## src/rtl/result_unloader.sv

```systemverilog
// result_unloader
//   Unloads the 3x3 MAC result array of the memory bank as a row-major
//   valid/ready stream once the bank signals multiply-complete.
//
//   Ports
//     clk        : single clock, rising edge
//     rst        : asynchronous active-high reset
//     unload_res : multiply-complete level from the memory bank
//     mac_res    : nine DW-bit results, element (r,c) at [(3r+c)*DW +: DW]
//     row_w      : result row count (0 = empty, 1..3)
//     col_x      : result column count (0 = empty, 1..3)
//     data_out   : current result element (registered)
//     out_valid  : data_out holds a valid element (registered)
//     out_ready  : downstream accept; transfer when out_valid & out_ready
//     busy       : high in CAPTURE and SEND
//     done       : one-cycle pulse when unloading completes
module result_unloader #(
    parameter int DW = 10
) (
    input  logic              clk,
    input  logic              rst,
    input  logic              unload_res,
    input  logic [9*DW-1:0]   mac_res,
    input  logic [1:0]        row_w,
    input  logic [1:0]        col_x,
    output logic [DW-1:0]     data_out,
    output logic              out_valid,
    input  logic              out_ready,
    output logic              busy,
    output logic              done
);

    typedef enum logic [2:0] {
        IDLE,
        CAPTURE,
        SEND,
        DONE,
        WAIT_LOW
    } state_t;

    state_t          state;
    state_t          state_nxt;

    logic            unload_q;
    logic            armed;
    logic            rise_q;

    logic [DW-1:0]   snap [9];
    logic [1:0]      rows;
    logic [1:0]      cols;
    logic [1:0]      r;
    logic [1:0]      c;
    logic [1:0]      nr;
    logic [1:0]      nc;
    logic [3:0]      nidx;
    logic            last;
    logic            xfer;

    // Rising-edge detect of unload_res, registered so the edge costs one
    // cycle before CAPTURE. 'armed' stays low for the first clock after
    // reset so a level already high at release is not seen as an edge.
    always_ff @(posedge clk or posedge rst) begin
        if (rst) begin
            unload_q <= 1'b0;
            armed    <= 1'b0;
            rise_q   <= 1'b0;
        end else begin
            unload_q <= unload_res;
            armed    <= 1'b1;
            rise_q   <= armed & unload_res & ~unload_q;
        end
    end

    // Row-major counter advance and element index 3*nr + nc
    always_comb begin
        xfer = out_valid & out_ready;
        last = (r == rows - 2'd1) && (c == cols - 2'd1);
        if (c == cols - 2'd1) begin
            nc = 2'd0;
            nr = r + 2'd1;
        end else begin
            nc = c + 2'd1;
            nr = r;
        end
        nidx = {1'b0, nr, 1'b0} + {2'b00, nr} + {2'b00, nc};
    end

    // State register
    always_ff @(posedge clk or posedge rst) begin
        if (rst) state <= IDLE;
        else     state <= state_nxt;
    end

    // Next-state logic
    always_comb begin
        state_nxt = state;
        case (state)
            IDLE:     if (rise_q) state_nxt = CAPTURE;
            CAPTURE:  state_nxt = (row_w != 2'd0 && col_x != 2'd0) ? SEND : DONE;
            SEND:     if (xfer && last) state_nxt = DONE;
            DONE:     state_nxt = WAIT_LOW;
            WAIT_LOW: if (!unload_res) state_nxt = IDLE;
            default:  state_nxt = IDLE;
        endcase
    end

    // State-decoded outputs
    always_comb begin
        busy = (state == CAPTURE) || (state == SEND);
        done = (state == DONE);
    end

    // Snapshot, counters and registered output stage. The first element is
    // loaded straight from mac_res in CAPTURE (the same sample the snapshot
    // takes) so out_valid rises on the first SEND cycle.
    always_ff @(posedge clk or posedge rst) begin
        if (rst) begin
            for (int unsigned i = 0; i < 9; i++) snap[i] <= '0;
            rows      <= '0;
            cols      <= '0;
            r         <= '0;
            c         <= '0;
            data_out  <= '0;
            out_valid <= 1'b0;
        end else begin
            case (state)
                CAPTURE: begin
                    for (int unsigned i = 0; i < 9; i++) snap[i] <= mac_res[i*DW +: DW];
                    rows <= row_w;
                    cols <= col_x;
                    r    <= '0;
                    c    <= '0;
                    if (row_w != 2'd0 && col_x != 2'd0) begin
                        out_valid <= 1'b1;
                        data_out  <= mac_res[DW-1:0];
                    end
                end
                SEND: begin
                    if (xfer) begin
                        if (last) begin
                            out_valid <= 1'b0;
                        end else begin
                            r        <= nr;
                            c        <= nc;
                            data_out <= snap[nidx];
                        end
                    end
                end
                default: out_valid <= 1'b0;
            endcase
        end
    end

endmodule

```

## config.mk

```make
export PLATFORM = sky130hd
export DESIGN_NAME = result_unloader
export DESIGN_NICKNAME = d
export VERILOG_FILES = /design/src/rtl/result_unloader.sv
export SDC_FILE = /design/constraint.sdc
export NUM_CORES = 1
export LEC_CHECK = 0
export ABC_AREA = 0
export CORE_UTILIZATION = 30
export CTS_CLUSTER_SIZE = 20
export DETAILED_ROUTE_END_ITERATION = 12
export GPL_ROUTABILITY_DRIVEN = 0
export MAX_ROUTING_LAYER = met4
export PLACE_DENSITY_LB_ADDON = 0.25
export SKIP_CTS_REPAIR_TIMING = 1
export SYNTH_ARGS = -nofsm -noshare
export SYNTH_HDL_FRONTEND = slang
export SYNTH_SLANG_ARGS = --single-unit
```

## constraint.sdc

```tcl
create_clock -name clk -period 3.6 [get_ports clk]
set_input_delay 0.54 -clock clk [delete_from_list [all_inputs] [get_ports clk]]
set_output_delay 0.54 -clock clk [all_outputs]
set_load 0.05 [all_outputs]
```

# Word level (Yosys, flattened, before mapping)
# Cells that the tools add are included.
[totals] wordCells=80 out_inout_bits=13 ff_bits=115 in_bits=98
[classes] n_bitwise=5 n_eq_ne=13 order_cmp=1 reduce_logical=12 n_mux=24 addsub=6
[ops] operator="10-bit 2-to-1 mux" n=5
[ops] operator="10-bit binary-select mux with 4-bit select" n=1
[ops] operator="10-bit one-hot mux with 2 select lines" n=1
[ops] operator="3-bit one-hot mux with 5 select lines" n=1
[ops] operator="2-bit != test (second input constant)" n=7
[ops] operator="2-bit 2-to-1 mux" n=6
[ops] operator="3-bit 2-to-1 mux" n=3
[ops] operator="3-bit AND reduction" n=3
[ops] operator="2-bit one-hot mux with 2 select lines" n=2
[ops] operator="3-bit by 2-bit equality test with 1-bit output (second input constant)" n=2
[ops] operator="2-bit nonzero test" n=3
[ops] operator="5-bit >= comparator (second input constant)" n=1
[ops] operator="4-bit NOT with 5-bit output" n=1
[ops] operator="2-bit by 1-bit adder with 2-bit output (second input constant)" n=2
[ops] operator="3-bit by 2-bit adder with 4-bit output" n=1
[ops] operator="4-bit by 2-bit adder with 4-bit output" n=1
[ops] operator="2-bit equality test" n=2
[ops] operator="1-bit 2-to-1 mux" n=4
[ops] operator="4-bit AND reduction" n=1
[ops] operator="2-bit by 1-bit subtractor with 2-bit output (second input constant)" n=2
[ops] operator="1-bit AND" n=3
[ops] operator="3-bit by 1-bit equality test with 1-bit output (second input constant)" n=1
[ops] operator="3-bit equality test (second input constant)" n=1
[ops] operator="1-bit logical AND" n=3
[ops] operator="4 further kinds" n=4

# Logic depth before layout (Yosys ltp)
# Gate-level depths: netlist of the first run.
[logic_depth] depth_word=12 mapped_depth=15

# Worst setup path after synthesis of the first run
# OpenSTA, ideal clock, no wires.
[synth_path] path_kind="reg2reg" startpoint="reg c[1]" endpoint="reg data_out[0]" setup_slack_ns=-0.130 t_arrival_ns=3.605 setup_ns=0.125 path_stages_with_launch=16 path_buffers=1 required_time_ns=3.475 period_less_slack_ns=3.730 cell_sequence="dfrtp_1 -> xnor2_1 -> mux2i_2 -> nor2b_1 -> xnor2_1 -> fa_1 -> inv_1 -> ha_1 -> inv_1 -> fa_1 -> nor2b_1 -> clkbuf_1 -> a22oi_1 -> nand3_1 -> nand2_1 -> mux2_2"
[synth_via] elab_chain_cells=11
[synth_lines] item="start, declared" line_no="52" text="logic [1:0] c;"
[synth_lines] item="start signal, assigned" line_no="144" text="c <= nc;"
[synth_lines] item="2-bit equality test" line_no="77, 78"
[synth_lines] item="2-bit 2-to-1 mux" line_no="78" text="if (c == cols - 2'd1) begin"
[synth_lines] item="3-bit by 2-bit adder with 4-bit output" line_no="85" text="nidx = {1'b0, nr, 1'b0} + {2'b00, nr} + {2'b00, nc};"
[synth_lines] item="4-bit by 2-bit adder with 4-bit output" line_no="85"
[synth_lines] item="4-bit NOT with 5-bit output (implied by the code)" line_no="145" text="data_out <= snap[nidx];"
[synth_lines] item="10-bit binary-select mux with 4-bit select" line_no="145"
[synth_lines] item="10-bit 2-to-1 mux (implied by the code) (2 in a row)" line_no="145"
[synth_lines] item="10-bit 2-to-1 mux" line_no="140" text="if (last) begin"
[synth_lines] item="10-bit 2-to-1 mux" line_no="139" text="if (xfer) begin"
[synth_lines] item="10-bit one-hot mux with 2 select lines" line_no="126" text="case (state)"
[synth_lines] item="end signal, assigned" line_no="135" text="data_out <= mac_res[DW-1:0];"
[synth_lines] item="end signal, assigned" line_no="145"
[synth_lines] item="end, declared" line_no="26" text="output logic [DW-1:0] data_out,"
# Several ways; a longest one is shown, not always the timed one. The select of a mux whose other input is x is not followed.
# A chain may end at the register's enable or synchronous reset.

# Final worst setup path of the first run
[layout_path] startpoint="reg cols[1]" endpoint="reg data_out[0]"
[layout_via] elab_chain_cells=12
[layout_lines] item="start, declared" line_no="50" text="logic [1:0] cols;"
[layout_lines] item="start signal, assigned" line_no="130" text="cols <= col_x;"
[layout_lines] item="2-bit by 1-bit subtractor with 2-bit output *" line_no="77, 78"
[layout_lines] item="2-bit equality test *" line_no="77, 78"
[layout_lines] item="2-bit 2-to-1 mux" line_no="78"
[layout_lines] item="3-bit by 2-bit adder with 4-bit output" line_no="85"
[layout_lines] item="4-bit by 2-bit adder with 4-bit output" line_no="85"
[layout_lines] item="4-bit NOT with 5-bit output (implied by the code)" line_no="145"
[layout_lines] item="10-bit binary-select mux with 4-bit select" line_no="145"
[layout_lines] item="10-bit 2-to-1 mux (implied by the code) (2 in a row)" line_no="145"
[layout_lines] item="10-bit 2-to-1 mux" line_no="140"
[layout_lines] item="10-bit 2-to-1 mux" line_no="139"
[layout_lines] item="10-bit one-hot mux with 2 select lines" line_no="126"
# Every way passes the cells marked *; elsewhere a longest branch is shown, timed or not. The select of a mux whose other input is x is not followed.

==> results.toml, run 1 <==
[outcome]
status = "finished with violations"
violations = "negative setup slack"

[floorplan]
die_w_microns = 136.2
io_pins = 111
core_region_area_sq_um = 17420
num_rows = 48
initial_core_util_pct = 31.03
die-area_sq_um = 18560
die_y_microns = 136.2

[global_route]
grt-ovfl-total = 0
grt_pass1_vias = 4671
busiest_layer = "met2"
use_met1_pct = 22.85
antenna_found_initial = 0
grt_pass1_wl_microns = 24510
met2_usage_pct = 29.05
grt_use_total_pct = 18.42
grt_max_degree = 73
grtUsageMet3_pct = 4.810

[detailed_routing]
wire_per_inst_microns = 16.20
wirelength_microns = 15520
vias_per_cell = 4.752
vias = 4552
final_antenna_net_count = 0
initialDrtViolationCount = 294
drc = 0
drtPass1Iterations = 5

[clocking]
cts.sinks = 115
path_clk_slew_ps = 60
clkLatencyLatePin_ps = 420
ctsHtreeMaxLevel = 4
clock_path_buffers = 2
root_buffer = "clkbuf_16"
cts_made_buffers = 17
cts_tree = "yes"

[place]
place_inst = 918
port-buffer-count = 110
place_area_sq_um = 6824
dp_hpwl_microns = 10750

[logic_synthesis]
synth_top_area_share_pct = 53.24
synth_edf_count = 0
synthCells = 599
synth_area_sq_um = 5405
yosys_warnings = 0
yosysUniqueCellTypes = 40
ys_seq_area_share_pct = 53.24
synth.area.top_cells = "dfrtp_1 (53%), nand2_1 (21%), mux2i_1 (7.8%), a22oi_1 (4.3%), mux2_2 (2.1%)"
synth_top_cell_by_area = "dfrtp_1"
synth_flop_cell = "dfrtp_1"
async_flop_share_pct = 100.0
avgSynthCellArea_sq_um = 9.024
synth_seq_cells = 115
synth_nets = 701

[timing]
worst-slew-pin-transition_ps = 848.0
clock.fmax_mhz = 277.0
slew_violations = 0
tns_ps = -25.45
period_needed_ps = 3611
setup_viol = 4
period_share_pct = 100.3
setup_ws_ps = -10.69
relSlewSlack_pct = 43.46
rsz0062_at_grt = "true"
hold_viol = 0
finClkSkew_ps = 8.277

[min_path]
min_path_type = "reg -> reg"

[job]
maxCapViolCount = 0

[setup_path]
cp_slowest_stage_delay_ps = 620
startpoint = "cols[1]"
path_cells = "xnor2_2 > mux2i_2 > nor2b_2 > xnor2_2 > fa_1 > inv_1 > ha_2 > inv_2 > fa_2 > nor2b_4 > nor4b_4 > buf_6 > a22oi_2 > nand2_1 > mux2_4"
critPathBufInv = 3
r2r_slack_ps = -10
worstPathArrival_ps = 3970
cp-endpoint = "data_out[0]"
r2r-start = "cols[1]"
ff2ff_path_depth = 15
critPathMaxFanout = 7
r2r_end = "data_out[0]"
slowest_stage = "fa_2"
cp.depth = 15
critPathKind = "reg -> reg"
cp.required_ps = 3950
worstSetupEndpointType = "flop"
start_kind = "flop"
cpMostUsedCell = "xnor2_2"
cpLargestDelayFamily = "adder cells"

[layout]
final_layout_size_suffix_gt1_share_pct = 13.23
fin_area_sq_um = 7644
final_cell_mix = "nand2_1 (298), dfrtp_1 (115), clkdlybuf4s50_1 (110)"
stdcell_count = 958
nNetsFinal = 822
post-route-util_pct = 43.89
antenna_cells = 0
layout_commonest_cell = "nand2_1"
syn2layout_area_growth_pct = 41.41

[power_and_ir_drop]
pwr_density_cell_nw_per_um2 = 1298
p_leak_nw = 3.691
vdd_drop_max_uv = 982.4
Yosys cell counts, drive strengths merged (3+ instances only):
master and instances:
inv 6, nor2b 6, mux2i 43, buf 14, a21oi 3, a22oi 31, nand2 299, dfrtp 115
o21ai 4, nor2 6, mux2 10, nand3 12, xnor2 4, or3b 3, clkbuf 18
layer usage:
layer,routed length (microns),part of all wire (%),vias up
met5,0,0,-
met4,386,2.5,0
met3,819,5.3,27
met2,7521,48,153
met1,6789,44,2181
li1,-,-,2191
registers in the layout (all words and copies together), names as in the netlist:
register / flops
armed: 1
c: 2
cols: 2
data_out: 10
out_valid: 1
r: 2
rise_q: 1
rows: 2
snap: 90
state: 3
unload_q: 1
per-stage QoR:
step                hold slack, ps  worst slack (ps)  total power (W)
floorplan                    376.6             15.94         0.005713
global placement             390.4            -19.27         0.007352
detailed placement           396.6            -149.3         0.007475
CTS                          405.0            -230.0         0.009345
global route                 424.8            -161.1          0.01060
finish                       403.1            -10.69         0.009920
where the power goes:
| part | switching [W] | leakage, nW | internal [W] | total [W] |
|---|---|---|---|---|
| clock | 0.000645 | 0.296 | 0.00118 | 0.00183 |
| sequential | 0.000399 | 1.42 | 0.00191 | 0.00231 |
| combinational | 0.00321 | 1.97 | 0.00257 | 0.00578 |
| total | 0.00425 | 3.69 | 0.00567 | 0.00992 |
logic make-up (layout without fill, tap and decap cells):
family          after synthesis  after routing  synth area share [%]
compound gates               48             48                 6.643
xor+xnor                      5              5                0.8101
fa+ha+maj                     4              4                 1.204
buf+inv                      38            172                 2.801
flops                       115            115                 53.24
mux                          53             53                 10.12
other cells                   1              1               0.06938
simple gates                335            335                 25.12
worst min path at each step:
stage	depth (start not counted)	to	slack, ps	from
2_1_floorplan	1	rise_q	380	unload_q
6_report	1	rise_q	400	unload_q
3_5_place_dp	1	rise_q	400	unload_q
3_3_place_gp	1	rise_q	390	unload_q
4_1_cts	1	rise_q	410	unload_q
5_1_grt	1	rise_q	420	unload_q
final cells by class:
cell class                 count  area (sq um)
inverter                       6         25.02
fill                        1705          9773
tap                          225         281.5
timing repair buffer         134          1321
sequential                   115          2878
multi-input combinational    446          2497
clock inverter                14         201.4
clock buffer                  18         439.2
No activity file was read; power rests on OpenSTA's default activity.
==> run 2: changes to the inputs <==
- CORE_MARGIN: default -> 2
==> run 2 against run 1 <==
  * The flow still finishes with violations (negative setup slack)
  * Worst hold slack improved by 3.1 ps
  * Wire length fell by 1.9%
  * Total power fell by 4.7%
  * Final area fell by 1.2%
  * Via count fell by 1.7%
  * Sequential cell count did not move
  * Global-route usage fell by 1.8 points
  * Critical path depth did not move
  * Clock skew fell by 0.56 ps
  * First-iteration DRC count rose by 6.8%
  * Highest routed layer unchanged
  * Final cell count fell by 0.21%
  * Register-to-register slack barely moved
==> results.toml, run 2 (synthesis results as in run 1) <==
[power_and_ir_drop]
p_sw_w = 0.004024
pwr_density_cell_nw_per_um2 = 1251
p_int_w = 0.005431
p_leak_nw = 3.667
switching_share_pct = 42.56
pwr-share-seq_pct = 24.5
pwr-share-clk_pct = 18.3
pwr-share-comb_pct = 57.2
vdd_drop_max_uv = 792.0

[detailed_routing]
vias_per_cell = 4.682
wirelength_microns = 15220
initialDrtViolationCount = 314
drc = 0
drtPass1Iterations = 5
vias = 4476
wire_per_inst_microns = 15.92
final_antenna_net_count = 0

[outcome]
status = "finished with violations"
violations = "negative setup slack"

[place]
port-buffer-count = 110
place_inst = 920
dp_hpwl_microns = 10660

[layout]
regMostFlops = "snap"
antenna_cells = 0
stdcell_count = 956
post-route-util_pct = 42.35
syn2layout_area_growth_pct = 39.77
largest_register_ffs = 90
layout_commonest_cell = "nand2_1"
reg.largest.list = "snap (90), data_out (10), state (3)"
nNetsFinal = 818
final_layout_size_suffix_gt1_share_pct = 11.83
final_cell_mix = "nand2_1 (298), dfrtp_1 (115), clkdlybuf4s50_1 (110)"

[min_path]
min_path_type = "reg -> reg"

[floorplan]
core_region_area_sq_um = 17840
die-area_sq_um = 19110
die_w_microns = 138.2
initial_core_util_pct = 30.30
io_pins = 111
num_rows = 49
die_y_microns = 138.2

[clocking]
cts.sinks = 115
cts_tree = "yes"
cts_made_buffers = 17
clock_path_buffers = 2
root_buffer = "clkbuf_16"
path_clk_slew_ps = 50
ctsHtreeMaxLevel = 4
clkLatencyLatePin_ps = 410

[setup_path]
start_kind = "flop"
worstSetupEndpointType = "flop"
critPathMaxFanout = 4
critPathKind = "reg -> reg"
worstPathArrival_ps = 3950
cp.required_ps = 3940

[timing]
worst-slew-pin-transition_ps = 724.3
clock.fmax_mhz = 277.0
setup_viol = 4
relSlewSlack_pct = 51.71
setup_ws_ps = -9.753
period_needed_ps = 3610
period_share_pct = 100.3
finClkSkew_ps = 7.713
slew_violations = 0
hold_viol = 0
rsz0062_at_grt = "true"

[job]
maxCapViolCount = 0

[global_route]
antenna_found_initial = 0
grt_use_total_pct = 16.64
grt_pass1_wl_microns = 24380
grt_pass1_vias = 4693
grt-ovfl-total = 0
grt_max_degree = 89
-- run 2: worst paths after layout --
| path | start | endpoint | slack [ps] | depth (start not counted) |
|---|---|---|---|---|
| setup / recovery | cols[1] | data_out[9] | -10 | 15 |
| hold / removal | unload_q | rise_q | 410 | 1 |
| setup reg to reg | cols[1] | data_out[9] | -10 | 15 |
| hold reg to reg | unload_q | rise_q | 410 | 1 |
| max in group asynchronous | rst | snap[16] | 2200 | 3 |
| min in group asynchronous | rst | unload_q | 620 | 2 |
-- run 2: critical path, stage by stage, from the launching register on --
cell,delay [ps]
dfrtp_1,400
xnor2_2,260
mux2i_4,340
nor2b_2,90
xnor2_2,160
fa_1,490
inv_1,80
ha_1,160
inv_2,40
fa_2,610
nor2b_4,200
nor4b_4,250
buf_4,190
a22oi_2,50
nand2_1,80
mux2_2,150
-- run 2: layer usage --
layer	wire (microns)	track usage (%)
met2	7430	26.55
met3	732	4.122
met5	0	-
met4	120	4.082
met1	6938	21.43
-- run 2: through the flow --
stage | instance area (sq um) | hold WS, ps | setup TNS [ps] | power [W] | setup WS, ps
2_1_floorplan | 5414 | 376.6 | 0 | 0.005713 | 15.94
3_3_place_gp | 6827 | 386.2 | -429.3 | 0.007324 | -45.55
3_5_place_dp | 6827 | 389.0 | -1648 | 0.007430 | -186.9
4_1_cts | 7431 | 409.8 | -1999 | 0.009210 | -223.1
5_1_grt | 7555 | 435.8 | -1708 | 0.01008 | -180.9
6_report | 7555 | 406.2 | -24.06 | 0.009454 | -9.753
-- run 2: final cells by class --
type                            instances  area (sq um)
Clock buffer                           19         442.9
Multi-Input combinational cell        446          2467
Fill cell                            1708         10290
Tap cell                              229         286.5
Sequential cell                       115          2878
Clock inverter                         11         161.4
Timing Repair Buffer                  130          1294
Inverter                                6         25.02
-- run 2: power by group through the flow --
| stage | logic [W] | clock network [W] | registers [W] |
|---|---|---|---|
| 3_5_place_dp | 0.00511 | 0 | 0.00232 |
| 2_1_floorplan | 0.00332 | 0 | 0.00240 |
| 3_3_place_gp | 0.00502 | 0 | 0.00230 |
| 6_report | 0.00541 | 0.00173 | 0.00231 |
| 4_1_cts | 0.00514 | 0.00176 | 0.00230 |
| 5_1_grt | 0.00586 | 0.00183 | 0.00239 |
